**src/rtl/RgbdVoConfigPk.sv**
```systemverilog
// ---------------------------------------------------------------------------
// RgbdVoConfigPk
// Shared configuration for the depth line-buffer scheduler:
//   H_SIZE_BW / V_SIZE_BW  : widths of the row-width / frame-height fields
//   LB_NUM_BANKS           : line-buffer rows resident (power of 2)
//   LB_BANK_BW             : log2(LB_NUM_BANKS)
//   LB_FILL_ROWS           : complete rows required before the first read grant
//   lb_sched_state_e       : scheduler FSM state encoding (visible on o_state)
// ---------------------------------------------------------------------------
package RgbdVoConfigPk;

    localparam int H_SIZE_BW    = 12;
    localparam int V_SIZE_BW    = 11;
    localparam int LB_NUM_BANKS = 64;
    localparam int LB_BANK_BW   = 6;
    localparam int LB_FILL_ROWS = 8;

    typedef enum logic [1:0] {
        LB_IDLE  = 2'd0,
        LB_FILL  = 2'd1,
        LB_RUN   = 2'd2,
        LB_DRAIN = 2'd3
    } lb_sched_state_e;

endpackage

```
**src/rtl/lb_window_sched_if.sv**
```systemverilog
// ---------------------------------------------------------------------------
// lb_window_sched_if
// Write/read handshake bundle between the frame-1 depth stream / frame-0 warp
// pipeline (master) and the line-buffer scheduler (slave).
//   i_wr_valid / o_wr_ready       : frame-1 pixel handshake
//   o_wr_bank / o_wr_addr         : bank and column for the accepted pixel
//   i_rd_req / i_rd_row           : read request, held until granted
//   o_rd_gnt / o_rd_bank          : one-cycle grant and bank of granted row
//   i_rd_release                  : pulse, oldest needed row retired
// ---------------------------------------------------------------------------
interface lb_window_sched_if
    import RgbdVoConfigPk::*;
#(
    parameter int BANK_BW = LB_BANK_BW
);
    logic                 i_wr_valid;
    logic                 o_wr_ready;
    logic [BANK_BW-1:0]   o_wr_bank;
    logic [H_SIZE_BW-1:0] o_wr_addr;
    logic                 i_rd_req;
    logic [V_SIZE_BW-1:0] i_rd_row;
    logic                 o_rd_gnt;
    logic [BANK_BW-1:0]   o_rd_bank;
    logic                 i_rd_release;

    modport master (
        output i_wr_valid,
        input  o_wr_ready,
        input  o_wr_bank,
        input  o_wr_addr,
        output i_rd_req,
        output i_rd_row,
        input  o_rd_gnt,
        input  o_rd_bank,
        output i_rd_release
    );

    modport slave (
        input  i_wr_valid,
        output o_wr_ready,
        output o_wr_bank,
        output o_wr_addr,
        input  i_rd_req,
        input  i_rd_row,
        output o_rd_gnt,
        output o_rd_bank,
        input  i_rd_release
    );
endinterface

```
**src/rtl/lb_row_window.sv**
```systemverilog
// ---------------------------------------------------------------------------
// lb_row_window
// Tracks the resident row window of the line buffer: rows_done (rows fully
// written) and low_row (oldest row still needed by the reader), and evaluates
// the write-ready and read-grant window comparisons.
//   i_clk, i_rst_n   : clock, async active-low reset
//   i_clear          : clear both counters (frame start)
//   i_row_done       : a row completed this cycle
//   i_release        : oldest row retired (low_row++, saturating at i_vsize)
//   i_write_en       : scheduler is in a write-accepting state
//   i_grant_en       : scheduler is in a read-granting state
//   i_vsize          : frame height in rows
//   i_wr_y           : row currently being written
//   i_rd_row         : requested row
//   o_rows_done, o_low_row : counter values
//   o_wr_ready       : write side may accept a pixel
//   o_rd_ok          : requested row is written and still resident
// ---------------------------------------------------------------------------
module lb_row_window
    import RgbdVoConfigPk::*;
#(
    parameter int NUM_BANKS = LB_NUM_BANKS
)
(
    input  logic                 i_clk,
    input  logic                 i_rst_n,
    input  logic                 i_clear,
    input  logic                 i_row_done,
    input  logic                 i_release,
    input  logic                 i_write_en,
    input  logic                 i_grant_en,
    input  logic [V_SIZE_BW-1:0] i_vsize,
    input  logic [V_SIZE_BW-1:0] i_wr_y,
    input  logic [V_SIZE_BW-1:0] i_rd_row,
    output logic [V_SIZE_BW-1:0] o_rows_done,
    output logic [V_SIZE_BW-1:0] o_low_row,
    output logic                 o_wr_ready,
    output logic                 o_rd_ok
);
    localparam logic [V_SIZE_BW:0] WINDOW = (V_SIZE_BW+1)'(NUM_BANKS);

    logic [V_SIZE_BW-1:0] rows_done_reg;
    logic [V_SIZE_BW-1:0] low_row_reg;
    logic [V_SIZE_BW:0]   occupancy;

    // Row completion and release may land in the same cycle; both counters
    // update together and ready sees the new values next cycle.
    always_ff @(posedge i_clk or negedge i_rst_n) begin
        if (!i_rst_n) begin
            rows_done_reg <= '0;
            low_row_reg   <= '0;
        end else if (i_clear) begin
            rows_done_reg <= '0;
            low_row_reg   <= '0;
        end else begin
            if (i_row_done)
                rows_done_reg <= rows_done_reg + V_SIZE_BW'(1);
            if (i_release && (low_row_reg < i_vsize))
                low_row_reg <= low_row_reg + V_SIZE_BW'(1);
        end
    end

    // Rows in flight between the reader's oldest needed row and the writer.
    // The writer never falls behind low_row, so this never wraps.
    assign occupancy   = {1'b0, i_wr_y} - {1'b0, low_row_reg};

    assign o_wr_ready  = i_write_en && (occupancy < WINDOW) && (i_wr_y < i_vsize);
    assign o_rd_ok     = i_grant_en && (rows_done_reg > i_rd_row) &&
                         (i_rd_row >= low_row_reg);
    assign o_rows_done = rows_done_reg;
    assign o_low_row   = low_row_reg;

endmodule

```
**src/rtl/lb_window_sched.sv**
```systemverilog
// ---------------------------------------------------------------------------
// lb_window_sched
// Scheduler for the 64-bank depth line buffer. Sequences frame-1 row writes
// into banks, gates frame-0 read requests to rows that are fully written and
// still resident, and backpressures writes so a row is never overwritten
// while the reader still needs it.
//   i_clk, i_rst_n       : clock, async active-low reset
//   i_frame_start        : pulse, start of frame (aborts a frame in progress)
//   i_frame_end          : pulse, forces completion
//   r_hsize, r_vsize     : row width in pixels, frame height in rows
//   bus (slave)          : write/read handshakes, see lb_window_sched_if
//   o_state              : IDLE=0 FILL=1 RUN=2 DRAIN=3
//   o_frame_done         : one-cycle pulse on return to IDLE
//   o_abort              : one-cycle pulse, frame_start while not IDLE
// Optional build macro LB_SCHED_PERF_EN adds:
//   o_wr_stall_cnt       : cycles with a pixel offered but not accepted
//   o_rd_wait_cnt        : cycles with a read request held without grant
// ---------------------------------------------------------------------------
module lb_window_sched
    import RgbdVoConfigPk::*;
#(
    parameter int NUM_BANKS = LB_NUM_BANKS,
    parameter int BANK_BW   = LB_BANK_BW,
    parameter int FILL_ROWS = LB_FILL_ROWS
)
(
    input  logic                 i_clk,
    input  logic                 i_rst_n,
    input  logic                 i_frame_start,
    input  logic                 i_frame_end,
    input  logic [H_SIZE_BW-1:0] r_hsize,
    input  logic [V_SIZE_BW-1:0] r_vsize,
    lb_window_sched_if.slave     bus,
    output logic [1:0]           o_state,
    output logic                 o_frame_done,
`ifdef LB_SCHED_PERF_EN
    output logic [23:0]          o_wr_stall_cnt,
    output logic [23:0]          o_rd_wait_cnt,
`endif
    output logic                 o_abort
);
    localparam logic [V_SIZE_BW-1:0] FILL_ROWS_W = V_SIZE_BW'(FILL_ROWS);

    lb_sched_state_e      state_reg, state_next;
    logic [H_SIZE_BW-1:0] wr_x_reg;
    logic [V_SIZE_BW-1:0] wr_y_reg;
    logic                 gnt_reg, gnt_next;
    logic [BANK_BW-1:0]   rd_bank_reg;
    logic                 done_reg, done_next;
    logic                 abort_reg, abort_next;

    logic [V_SIZE_BW-1:0] rows_done;
    logic [V_SIZE_BW-1:0] low_row;
    logic [V_SIZE_BW-1:0] fill_target;
    logic                 wr_ready;
    logic                 rd_ok;
    logic                 accept;
    logic                 last_col;
    logic                 row_done;
    logic                 write_en;
    logic                 grant_en;

    assign write_en = (state_reg == LB_FILL) || (state_reg == LB_RUN);
    assign grant_en = (state_reg == LB_RUN)  || (state_reg == LB_DRAIN);

    lb_row_window #(
        .NUM_BANKS (NUM_BANKS)
    ) u_row_window (
        .i_clk       (i_clk),
        .i_rst_n     (i_rst_n),
        .i_clear     (i_frame_start),
        .i_row_done  (row_done),
        .i_release   (bus.i_rd_release),
        .i_write_en  (write_en),
        .i_grant_en  (grant_en),
        .i_vsize     (r_vsize),
        .i_wr_y      (wr_y_reg),
        .i_rd_row    (bus.i_rd_row),
        .o_rows_done (rows_done),
        .o_low_row   (low_row),
        .o_wr_ready  (wr_ready),
        .o_rd_ok     (rd_ok)
    );

    // ---------------- write-side column/row counters ----------------
    assign accept   = bus.i_wr_valid && wr_ready;
    assign last_col = ({1'b0, wr_x_reg} + (H_SIZE_BW+1)'(1)) >= {1'b0, r_hsize};
    assign row_done = accept && last_col;

    always_ff @(posedge i_clk or negedge i_rst_n) begin
        if (!i_rst_n) begin
            wr_x_reg <= '0;
            wr_y_reg <= '0;
        end else if (i_frame_start) begin
            wr_x_reg <= '0;
            wr_y_reg <= '0;
        end else if (accept) begin
            if (last_col) begin
                wr_x_reg <= '0;
                wr_y_reg <= wr_y_reg + V_SIZE_BW'(1);
            end else begin
                wr_x_reg <= wr_x_reg + H_SIZE_BW'(1);
            end
        end
    end

    // ---------------- FSM ----------------
    assign fill_target = (FILL_ROWS_W < r_vsize) ? FILL_ROWS_W : r_vsize;

    always_ff @(posedge i_clk or negedge i_rst_n) begin
        if (!i_rst_n) begin
            state_reg <= LB_IDLE;
            done_reg  <= 1'b0;
            abort_reg <= 1'b0;
        end else begin
            state_reg <= state_next;
            done_reg  <= done_next;
            abort_reg <= abort_next;
        end
    end

    always_comb begin
        state_next = state_reg;
        done_next  = 1'b0;
        abort_next = 1'b0;
        if (i_frame_start) begin
            // Restart from any state; only a restart mid-frame is an abort.
            state_next = LB_FILL;
            abort_next = (state_reg != LB_IDLE);
        end else begin
            case (state_reg)
                LB_IDLE: ;
                LB_FILL: begin
                    if (i_frame_end) begin
                        state_next = LB_IDLE;
                        done_next  = 1'b1;
                    end else if (rows_done >= fill_target) begin
                        state_next = LB_RUN;
                    end
                end
                LB_RUN: begin
                    if (i_frame_end) begin
                        state_next = LB_IDLE;
                        done_next  = 1'b1;
                    end else if (rows_done == r_vsize) begin
                        state_next = LB_DRAIN;
                    end
                end
                LB_DRAIN: begin
                    if ((low_row == r_vsize) || i_frame_end) begin
                        state_next = LB_IDLE;
                        done_next  = 1'b1;
                    end
                end
                default: state_next = LB_IDLE;
            endcase
        end
    end

    // ---------------- read grant ----------------
    // gnt_reg blocks back-to-back grants, so a held request sees at most one
    // grant every two cycles. A frame restart drops anything pending.
    assign gnt_next = bus.i_rd_req && rd_ok && !gnt_reg && !i_frame_start;

    always_ff @(posedge i_clk or negedge i_rst_n) begin
        if (!i_rst_n) begin
            gnt_reg     <= 1'b0;
            rd_bank_reg <= '0;
        end else begin
            gnt_reg <= gnt_next;
            if (gnt_next)
                rd_bank_reg <= bus.i_rd_row[BANK_BW-1:0];
        end
    end

`ifdef LB_SCHED_PERF_EN
    logic [23:0] wr_stall_cnt_reg;
    logic [23:0] rd_wait_cnt_reg;

    always_ff @(posedge i_clk or negedge i_rst_n) begin
        if (!i_rst_n) begin
            wr_stall_cnt_reg <= '0;
            rd_wait_cnt_reg  <= '0;
        end else if (i_frame_start) begin
            wr_stall_cnt_reg <= '0;
            rd_wait_cnt_reg  <= '0;
        end else begin
            if (bus.i_wr_valid && !wr_ready && write_en && (wr_stall_cnt_reg != '1))
                wr_stall_cnt_reg <= wr_stall_cnt_reg + 24'd1;
            if (bus.i_rd_req && !gnt_reg && (rd_wait_cnt_reg != '1))
                rd_wait_cnt_reg <= rd_wait_cnt_reg + 24'd1;
        end
    end

    assign o_wr_stall_cnt = wr_stall_cnt_reg;
    assign o_rd_wait_cnt  = rd_wait_cnt_reg;
`endif

    // ---------------- outputs ----------------
    assign bus.o_wr_ready = wr_ready;
    assign bus.o_wr_bank  = wr_y_reg[BANK_BW-1:0];
    assign bus.o_wr_addr  = wr_x_reg;
    assign bus.o_rd_gnt   = gnt_reg;
    assign bus.o_rd_bank  = rd_bank_reg;
    assign o_state        = state_reg;
    assign o_frame_done   = done_reg;
    assign o_abort        = abort_reg;

endmodule

```
**src/flat_wrapper.sv**
```systemverilog
// flat-port wrapper written by rule: the top's interface ports become plain ports
module lb_window_sched_flat import RgbdVoConfigPk::*;
#(
    parameter int NUM_BANKS = LB_NUM_BANKS,
    parameter int BANK_BW   = LB_BANK_BW,
    parameter int FILL_ROWS = LB_FILL_ROWS
)
  (i_clk, i_rst_n, i_frame_start, i_frame_end, r_hsize, r_vsize, o_state, o_frame_done, o_abort, bus_i_wr_valid, bus_o_wr_ready, bus_o_wr_bank, bus_o_wr_addr, bus_i_rd_req, bus_i_rd_row, bus_o_rd_gnt, bus_o_rd_bank, bus_i_rd_release);
  lb_window_sched_if #(.BANK_BW(BANK_BW)) bus_i ();
  input  logic i_clk;
  input  logic i_rst_n;
  input  logic i_frame_start;
  input  logic i_frame_end;
  input  logic [H_SIZE_BW-1:0] r_hsize;
  input  logic [V_SIZE_BW-1:0] r_vsize;
  output logic [1:0] o_state;
  output logic o_frame_done;
  output logic o_abort;
  input wire logic [$bits(bus_i.i_wr_valid)-1:0] bus_i_wr_valid;
  output wire logic [$bits(bus_i.o_wr_ready)-1:0] bus_o_wr_ready;
  output wire logic [$bits(bus_i.o_wr_bank)-1:0] bus_o_wr_bank;
  output wire logic [$bits(bus_i.o_wr_addr)-1:0] bus_o_wr_addr;
  input wire logic [$bits(bus_i.i_rd_req)-1:0] bus_i_rd_req;
  input wire logic [$bits(bus_i.i_rd_row)-1:0] bus_i_rd_row;
  output wire logic [$bits(bus_i.o_rd_gnt)-1:0] bus_o_rd_gnt;
  output wire logic [$bits(bus_i.o_rd_bank)-1:0] bus_o_rd_bank;
  input wire logic [$bits(bus_i.i_rd_release)-1:0] bus_i_rd_release;
  assign bus_i.i_wr_valid = bus_i_wr_valid;
  assign bus_o_wr_ready = bus_i.o_wr_ready;
  assign bus_o_wr_bank = bus_i.o_wr_bank;
  assign bus_o_wr_addr = bus_i.o_wr_addr;
  assign bus_i.i_rd_req = bus_i_rd_req;
  assign bus_i.i_rd_row = bus_i_rd_row;
  assign bus_o_rd_gnt = bus_i.o_rd_gnt;
  assign bus_o_rd_bank = bus_i.o_rd_bank;
  assign bus_i.i_rd_release = bus_i_rd_release;
  lb_window_sched #(.NUM_BANKS(NUM_BANKS), .BANK_BW(BANK_BW), .FILL_ROWS(FILL_ROWS)) u_core (.i_clk(i_clk), .i_rst_n(i_rst_n), .i_frame_start(i_frame_start), .i_frame_end(i_frame_end), .r_hsize(r_hsize), .r_vsize(r_vsize), .bus(bus_i), .o_state(o_state), .o_frame_done(o_frame_done), .o_abort(o_abort));
endmodule
```
**config.mk**
```make
export PLATFORM = sky130hd
export DESIGN_NAME = lb_window_sched_flat
export DESIGN_NICKNAME = d
export VERILOG_FILES = /design/src/rtl/RgbdVoConfigPk.sv /design/src/rtl/lb_window_sched_if.sv /design/src/rtl/lb_row_window.sv /design/src/rtl/lb_window_sched.sv /design/src/flat_wrapper.sv
export SDC_FILE = /design/constraint.sdc
export NUM_CORES = 1
export LEC_CHECK = 0
export ABC_CLOCK_PERIOD_IN_PS = 4320
export BUFFER_PORTS_ARGS = -buffer_cell sky130_fd_sc_hd__buf_4
export CORE_ASPECT_RATIO = 1.5
export CORE_MARGIN = 2
export CORE_UTILIZATION = 35
export CTS_CLUSTER_SIZE = 40
export DETAILED_ROUTE_END_ITERATION = 7
export PLACE_DENSITY = 0.61
export REMOVE_ABC_BUFFERS = 1
export SLEW_MARGIN = 20
export SYNTH_ARGS = -nofsm -noshare
export SYNTH_HDL_FRONTEND = slang
export SYNTH_SLANG_ARGS = --single-unit
```
**constraint.sdc**
```tcl
create_clock -name i_clk -period 4.32 [get_ports i_clk]
set_input_delay 1.296 -clock i_clk [delete_from_list [all_inputs] [get_ports i_clk]]
set_output_delay 1.296 -clock i_clk [all_outputs]
set_load 0.005 [all_outputs]
```
[Word-level counts from Yosys, hierarchy flattened]
Index checks and enable logic that the tools add are counted.
Word-level totals
  input port bits: 41
  output and inout bits: 30
  flip-flop bits (word level): 56
Cells by class
  eq/ne operators: 8
  magnitude comparators: 8
  add/subtract/negate cells: 6
  muxes and demuxes: 23
  reductions and logical operators: 24
Operator list (count)
  $mux 11: 8
  $mux 12: 3
  $add 11x1->11 const B: 3
  $eq 11x11->1: 2
  $ge 11x11->1: 2
  $lt 11x11->1: 2
  $add 12x1->13 const B: 1
  $ge 13x12->1: 1
  $add 12x1->12 const B: 1
  $lt 12x7->1 const B: 1
  $mux 2: 6
  $sub 11x11->12: 1
  $gt 11x11->1: 1
  $lt 4x11->1 const A: 1
  $logic_and 1x1->1: 10
  $reduce_bool 2->1: 5
  $ne 4x4->1 const B: 2
  $pmux 2 s3: 1
  $eq 2x2->1 const B: 2
  $mux 1: 4
  $reduce_and 4->1: 1
  $reduce_bool 4->1: 1
  $logic_or 1x1->1: 3
  $ne 3x3->1 const B: 1
  5 further kinds: 6

[Logic depth before layout (Yosys ltp)]
Gate-level depths: netlist of run 1.
  depth in word-level cells: 8
  mapped depth: 16

[Hierarchy]
From an unflattened synthesis of run 1, not the netlist that was laid out.
Unflattened totals
  cell total of the unflattened synthesis: 578
  area total of the unflattened synthesis: 5079.9 µm²
By module, submodules not included
  lb_window_sched: cells each 287, area an instance 2633.8 µm², instances 1, seq. area each 850.8 µm²
  lb_row_window: cells each 291, area an instance 2446.1 µm², instances 1, seq. area each 550.5 µm²

[Worst setup path before layout of run 1]
Ideal clock, no wire load.
  path type: input-to-output
  from: input port r_vsize[9]
  to: output port bus_o_wr_ready
  path buffers: 0
  required time: 3.024 ns
  cell stages on the path: 7
  setup slack: 0.246 ns
  data arrival time: 2.778 ns
  path through: inv_1 > ha_1 > a21oi_1 > a21boi_0 > a2111o_1 > nor4b_4 > and2_2
Between the ends
  cells in the longest elaborated chain, start to end: 2
Ends and longest elaborated chain
  from (decl): line flat_wrapper.sv:15  | input logic [V_SIZE_BW-1:0] r_vsize;
  $lt 11x11->1: line lb_row_window.sv:67  | assign o_wr_ready = i_write_en && (occupancy < WINDOW) && (i_wr_y < i_vsize);
  $logic_and 1x1->1: line lb_row_window.sv:67
  to (decl): line flat_wrapper.sv:20  | output wire logic [$bits(bus_i.o_wr_ready)-1:0] bus_o_wr_ready;
No other way between the ends.

[Worst setup path after layout of run 1]
  from: input port r_vsize[6]
  to: output port bus_o_wr_ready
The elaborated chain is that of the path after synthesis.

==> impl_metrics.py, run 1 <==
metrics = {
    "pwr": {
        "clock_power_share_pct": 33.5,
        "combinationalPowerShare_pct": 27.1,
        "p_per_area_nw_per_um2": 235,
        "leakagePower_nw": 2.97,
        "internal_power_w": 0.00101,
        "ir_drop_uv": 129,
        "p_switching_w": 0.000414,
        "seqPwrFrac_pct": 39.5,
        "p_sw_share_pct": 29.1,
    },
    "drt": {
        "wl_microns": 13800,
        "drc": 0,
        "vias_per_cell": 5.39,
        "wl_per_cell_microns": 16.0,
        "num_vias": 4670,
        "drt_iter0_drc": 187,
        "ant_nets": 0,
        "drtPass1Iterations": 5,
    },
    "place": {
        "placed_area_sq_um": 5870,
        "place_worst_setup_slack_ns": -0.0181,
        "portBuffers": 70,
        "place_congestion": 0.923,
        "dp_hpwl_microns": 11100,
    },
    "synthesis": {
        "synth_area_leaders": "dfrtp_1 (27%), ha_1 (21%), a21oi_1 (4.8%)",
        "avgSynthCellArea_sq_um": 8.57,
        "yosysTopAreaCellShare_pct": 27.5,
        "ys_warn_count": 0,
        "synth_seq_area_share_pct": 27.5,
        "synth_flop_cell": "dfrtp_1",
        "async_flop_share_pct": 100,
        "synth_cells": 595,
        "ys_seq_elements": 56,
        "ys_types": 56,
        "netlist_area_sq_um": 5100,
        "synth_area_leader_cell": "dfrtp_1",
        "synth_edf_count": 0,
    },
    "clocking": {
        "cts_num_sinks": 56,
        "clockRootBuffer": "clkbuf_16",
        "numCtsBuffers": 5,
        "cts_tree": "built",
        "clock_latency_ns": 0.30,
        "cts_hold_buf": 0,
        "clockBufferDepth": 2,
        "cts.clk_slew.worst_paths_ns": 0.07,
        "htreeDepth": 2,
        "cts_setup_buffers": 0,
    },
    "final_layout": {
        "drive_gt1_share_pct": 16.0,
        "final_cell_area_sq_um": 6060,
        "diodes": 0,
        "fin_nets": 794,
        "syn_to_final_growth_pct": 18.7,
        "largest_reg_flops": 12,
    },
    "grt": {
        "grt_overflow_total": 0,
        "grt_usage_pct": 18.1,
        "antenna_found_initial": 0,
        "grt_pass1_wl_microns": 22600,
        "grt_pass1_vias": 4692,
        "grt_max_degree": 57,
    },
    "setup_path": {
        "cp_cell_sequence": "buf_4 -> inv_1 -> ha_1 -> a21oi_1 -> o21ai_0 -> a21oi_1 -> nor2_1 -> nor4b_4 -> and2_4 -> buf_4",
        "slowest_delay_ns": 0.29,
        "required_ns": 3.02,
        "critPathLaunchType": "input pin",
        "worst-setup-path-type": "input pin to output port",
        "endpoint_kind": "output port",
        "crit_slowest_cell": "ha_1",
        "worstPathMaxFanout": 3,
        "cp.arrival_ns": 2.96,
    },
    "floorplanning": {
        "fp.coreArea_sq_um": 14400,
        "core.rowCount": 54,
        "num_io_pins": 71,
        "dieArea_sq_um": 15600,
        "initial_core_util_pct": 35.4,
        "die_w_microns": 103,
        "die_h_microns": 152,
    },
    "timing": {
        "fin_setup_tns_ns": 0,
        "rsz0062_at_grt": "no",
        "finalHoldViolCount": 0,
        "slew_violations": 0,
        "max_freq_mhz": 235,
        "worst-slew-pin-transition_ns": 1.05,
        "final-setup-viol-count": 0,
        "clock-skew-final_ns": 0.00909,
        "relSlewSlack_pct": 29.9,
        "finalWorstSetupSlack_ns": 0.0626,
        "fin_crit_sh_pct": 98.6,
        "min_period_ns": 4.26,
    },
    "min_path": {
        "min_path_type": "flop to flop",
    },
    "job": {
        "max_cap_violations": 0,
    },
    "status": {
        "status": "complete, no violations",
    },
}
[critical path: cells and delay by family]
kind	cells	cell delay, ns
and+or+nand+nor	3	0.54
AOI/OAI and AO/OA	3	0.46
buffers and inverters	3	0.37
adders and majority gates	1	0.29
[path summary, 6_finish.rpt]
path	startpoint	to	slack, ns	depth (start not counted)
max in group asynchronous	i_rst_n	u_core.bus.o_wr_addr[6]	2.76	1
max	r_vsize[6]	bus_o_wr_ready	0.06	10
max reg2reg	u_core.bus.o_wr_addr[0]	u_core.wr_y_reg[1]	0.41	14
min in group asynchronous	i_rst_n	u_core.bus.o_rd_bank[4]	1.05	1
min reg2reg	u_core.bus.o_rd_bank[0]	u_core.bus.o_rd_bank[0]	0.51	1
min	u_core.bus.o_rd_bank[0]	u_core.bus.o_rd_bank[0]	0.51	1
[cell families (layout without fill, tap and decap cells)]
| kind of cell | count (synthesis) | after routing | synth area share [%] |
|---|---|---|---|
| AOI/OAI and AO/OA | 137 | 137 | 16.2 |
| xor gates and xnor gates | 31 | 31 | 5.32 |
| adders and majority gates | 84 | 84 | 20.6 |
| buffers and inverters | 81 | 150 | 6.57 |
| DFF | 56 | 56 | 27.5 |
| muxes | 14 | 14 | 3.07 |
| other | 1 | 7 | 0.0735 |
| and+or+nand+nor | 191 | 191 | 20.7 |
[cells in the final DEF, fill, tap and decap left out, drive strengths merged, types with 3 or more instances in the layout]
cell    instances
or3            16
a211o           3
clkbuf          6
o21a            8
nor3            8
a21oi          49
buf            82
ha             84
nand3b          7
nand2b          7
nor2           40
o21ai          43
mux2i           4
nor3b           3
conb            7
a31oi           3
nor4            7
nand2          28
xor2           18
xnor2          13
and3            9
a211oi          6
dfrtp          56
a21o            4
o31ai           8
nand4          12
or4             8
nor2b          11
inv            61
nand3          24
mux2           10
and2            4
and4            4
[power by group through the flow]
stage	Combinational (W)	Clock, W	Sequential (W)
floorplan	0.000214	0	0.000569
global placement	0.000377	0	0.000570
detailed placement	0.000386	0	0.000572
CTS	0.000389	0.000495	0.000561
global route	0.000430	0.000514	0.000563
finish	0.000385	0.000476	0.000561
[synthesized netlist by cell type (2+ instances only)]
| cell type | number |
|---|---|
| a211o_1 | 3 |
| a211oi_1 | 5 |
| a21o_1 | 4 |
| a21oi_1 | 49 |
| a221oi_1 | 2 |
| a311oi_1 | 2 |
| a31oi_1 | 3 |
| and2_1 | 3 |
| and3_1 | 9 |
| and4_1 | 4 |
| buf_4 | 6 |
| clkbuf_1 | 13 |
| dfrtp_1 | 56 |
| ha_1 | 84 |
| inv_1 | 59 |
| mux2_2 | 8 |
| mux2i_1 | 4 |
| nand2_1 | 28 |
| nand2b_1 | 7 |
| nand3_1 | 24 |
| nand3b_1 | 7 |
| nand4_1 | 11 |
| nor2_1 | 40 |
| nor2b_1 | 11 |
| nor3_1 | 7 |
| nor3b_1 | 3 |
| nor4_1 | 7 |
| o21a_1 | 8 |
| o21ai_0 | 24 |
| o21ai_1 | 19 |
| o311a_1 | 2 |
| o31ai_1 | 8 |
| or3_1 | 16 |
| or4_1 | 8 |
| xnor2_1 | 13 |
| xor2_1 | 18 |
[metrics by stage]
step / total power (W) / hold slack, ns / utilization, % / instances
CTS: 0.00145 / 0.515 / 42.0 / 866
global placement: 0.000947 / 0.497 / 40.8 / 858
floorplan: 0.000784 / 0.504 / - / 580
finish: 0.00142 / 0.511 / 42.1 / 866
detailed placement: 0.000958 / 0.497 / 40.8 / 858
global route: 0.00151 / 0.533 / 42.1 / 866
[final cells by class]
cell class                 count  area, sq um
clock buffer                   6          129
clock inverter                 2         38.8
fill                        1454         8340
inverter                      60          225
multi-input combinational    464         3400
sequential                    56         1400
tap                          196          245
timing repair buffer          82          616
[repair_timing]
| item | CTS | global route |
|---|---|---|
| resized for setup | 0 | 4 |
| pin swaps | 1 | 4 |
| setup endpoints to repair | 1 | 1 |
[layer usage]
layer	global-route usage [%]	vias to the layer above	share of wire, %
met5	0	-	0
met3	2.76	32	4.7
li1	-	2278	-
met1	20.1	2225	39
met2	33.6	135	53
met4	6.67	0	3.3
Power figures use the tool's default switching activity.
==> run 2, diff against run 1 <==
--- a/config.mk
+++ b/config.mk
@@ -7,14 +7,14 @@
 export LEC_CHECK = 0
 export ABC_CLOCK_PERIOD_IN_PS = 4320
 export BUFFER_PORTS_ARGS = -buffer_cell sky130_fd_sc_hd__buf_4
+export CELL_PAD_IN_SITES_DETAIL_PLACEMENT = 1
+export CELL_PAD_IN_SITES_GLOBAL_PLACEMENT = 1
 export CORE_ASPECT_RATIO = 1.5
-export CORE_MARGIN = 2
 export CORE_UTILIZATION = 35
 export CTS_CLUSTER_SIZE = 40
 export DETAILED_ROUTE_END_ITERATION = 7
-export PLACE_DENSITY = 0.61
+export PLACE_DENSITY = 0.75
 export REMOVE_ABC_BUFFERS = 1
-export SLEW_MARGIN = 20
 export SYNTH_ARGS = -nofsm -noshare
 export SYNTH_HDL_FRONTEND = slang
 export SYNTH_SLANG_ARGS = --single-unit
==> run 2 against run 1 <==
  * Core utilization is 0.69 points higher
  * Global-route usage is 3.7 points higher
  * Die area decreased by 3.2%
  * Cell area is 0.25% lower
  * Highest routed layer unchanged
  * Clock-buffer cell count unchanged
  * Largest power group unchanged
  * Final cell count shrank 0.46%
==> impl_metrics.py, run 2 (synthesis gave the netlist of run 1 again) <==
metrics = {
    "drt": {
        "wl_microns": 15600,
        "met3WireLength_microns": 535,
        "vias_per_cell": 5.49,
        "wl_met1_microns": 5880,
        "ant_nets": 0,
        "wl_per_cell_microns": 18.1,
        "num_vias": 4729,
        "drc": 0,
        "drtPass1Iterations": 4,
        "highest_layer": "met4",
        "drt_iter0_drc": 171,
        "dr_wl_met2_microns": 8640,
    },
    "place": {
        "place_inst": 853,
        "portBuffers": 70,
        "place_worst_setup_slack_ns": -0.00914,
        "dp_hpwl_microns": 12500,
        "place_congestion": 0.894,
    },
    "setup_path": {
        "cp_cell_sequence": "buf_4 -> inv_2 -> ha_4 -> a21oi_2 -> a21boi_1 -> a2111o_1 -> nor4b_4 -> and2_4 -> buf_4",
        "crit_slowest_cell": "a2111o_1",
        "worstPathMaxFanout": 3,
        "critPathTopFamily": "compound AO/OA/AOI/OAI gates",
        "endpoint_kind": "output port",
        "slowest_delay_ns": 0.44,
        "cp_num_buf_inv": 3,
        "worst-setup-path-type": "input pin to output port",
        "critPathLaunchType": "input pin",
        "cp.arrival_ns": 2.96,
        "cp_common_cell": "buf_4",
        "required_ns": 3.02,
    },
    "clocking": {
        "cts_num_sinks": 56,
        "cts.clk_slew.worst_paths_ns": 0.08,
        "clockBufferDepth": 2,
        "cts_tree": "built",
        "clock_latency_ns": 0.31,
        "htreeDepth": 2,
        "numCtsBuffers": 5,
        "clockRootBuffer": "clkbuf_16",
        "cts_hold_buf": 0,
    },
    "final_layout": {
        "drive_gt1_share_pct": 16.6,
        "largest_reg_flops": 12,
        "syn_to_final_growth_pct": 18.4,
        "layout_common_cells": "ha_1 (82), buf_4 (81), inv_1 (57), dfrtp_1 (56), a21oi_1 (48)",
        "fillers": 1715,
        "layout_commonest_cell": "ha_1",
        "diodes": 0,
        "fin_nets": 794,
        "final_cells": 862,
    },
    "min_path": {
        "min_path_type": "flop to flop",
    },
    "timing": {
        "finalWorstSetupSlack_ns": 0.0610,
        "slew_violations": 0,
        "clock-skew-final_ns": 0.0126,
        "min_period_ns": 4.26,
        "fin_crit_sh_pct": 98.6,
        "relSlewSlack_pct": 23.6,
        "max_freq_mhz": 235,
        "worst-slew-pin-transition_ns": 1.15,
        "finalHoldViolCount": 0,
        "final-setup-viol-count": 0,
    },
    "grt": {
        "grt_usage_pct": 21.7,
        "grt_max_degree": 57,
        "grt_overflow_total": 0,
        "grt_pass1_wl_microns": 25500,
        "grt_pass1_vias": 5226,
        "antenna_found_initial": 0,
    },
    "job": {
        "max_cap_violations": 0,
    },
    "floorplanning": {
        "die_w_microns": 101,
        "core.rowCount": 53,
        "fp.coreArea_sq_um": 14100,
        "initial_core_util_pct": 36.1,
        "dieArea_sq_um": 15100,
        "num_io_pins": 71,
        "die_h_microns": 150,
    },
    "pwr": {
        "ir_drop_uv": 136,
        "leakagePower_nw": 2.96,
        "p_per_area_nw_per_um2": 229,
    },
    "status": {
        "status": "complete, no violations",
    },
}
[run 2: metrics by stage]
stage	hold WS, ns	total power (W)	area [sq um]	TNS (ns)	util (%)
CTS	0.523	0.00140	6010	0	42.5
floorplan	0.504	0.000784	5010	0	-
detailed placement	0.501	0.000966	5860	-0.00914	41.5
global placement	0.496	0.000948	5860	-0.00663	41.5
finish	0.519	0.00138	6040	0	42.8
global route	0.549	0.00146	6040	-0.0478	42.8
[run 2: cell type report]
type	count	area (sq um)	area share [%]
repair buffers	82	619	10.3
clock inverters	2	16.3	0.269
multi-input cells	464	3410	56.4
inverters	60	225	3.73
clock buffers	6	129	2.13
flip-flops and latches	56	1400	23.2
well taps	192	240	3.98
[run 2: final timing paths]
check                                         from                             endpoint  slack [ns]  cells past startpoint
max                                     r_vsize[9]                       bus_o_wr_ready        0.06                      9
min                        u_core.bus.o_rd_bank[1]              u_core.bus.o_rd_bank[1]        0.52                      1
max reg2reg                u_core.bus.o_wr_addr[0]  u_core.u_row_window.o_rows_done[10]        0.39                     14
min reg2reg                u_core.bus.o_rd_bank[1]              u_core.bus.o_rd_bank[1]        0.52                      1
max in group asynchronous                  i_rst_n                   u_core.wr_y_reg[5]        2.77                      1
min in group asynchronous                  i_rst_n              u_core.bus.o_rd_bank[3]        1.05                      1
[run 2: routing by layer]
layer,vias up,track usage (%)
li1,2269,-
met4,0,9.20
met5,-,0
met1,2318,22.0
met2,107,43.3
met3,35,2.99
[run 2: worst reg2reg max path: cells and delay by family, from the launching register on]
family          cells  cell delay, ns
xor+xnor            1            0.17
simple gates        6            1.73
fa+ha+maj           2            0.56
flops               1            0.45
mux                 1            0.36
compound gates      4            0.57
[run 2: power breakdown]
| group | total [W] | switching, W | internal, W |
|---|---|---|---|
| registers | 0.000561 | 0.0000198 | 0.000542 |
| clock network | 0.000424 | 0.000206 | 0.000217 |
| logic | 0.000396 | 0.000204 | 0.000192 |
| total | 0.00138 | 0.000430 | 0.000951 |
[run 2: what timing repair did]
action,in CTS,in global routing
pin swaps,1,5
setup endpoints to repair,1,28
gates resized for setup,0,10
endpoints found under the hold margin,0,0
buffers inserted,0,1
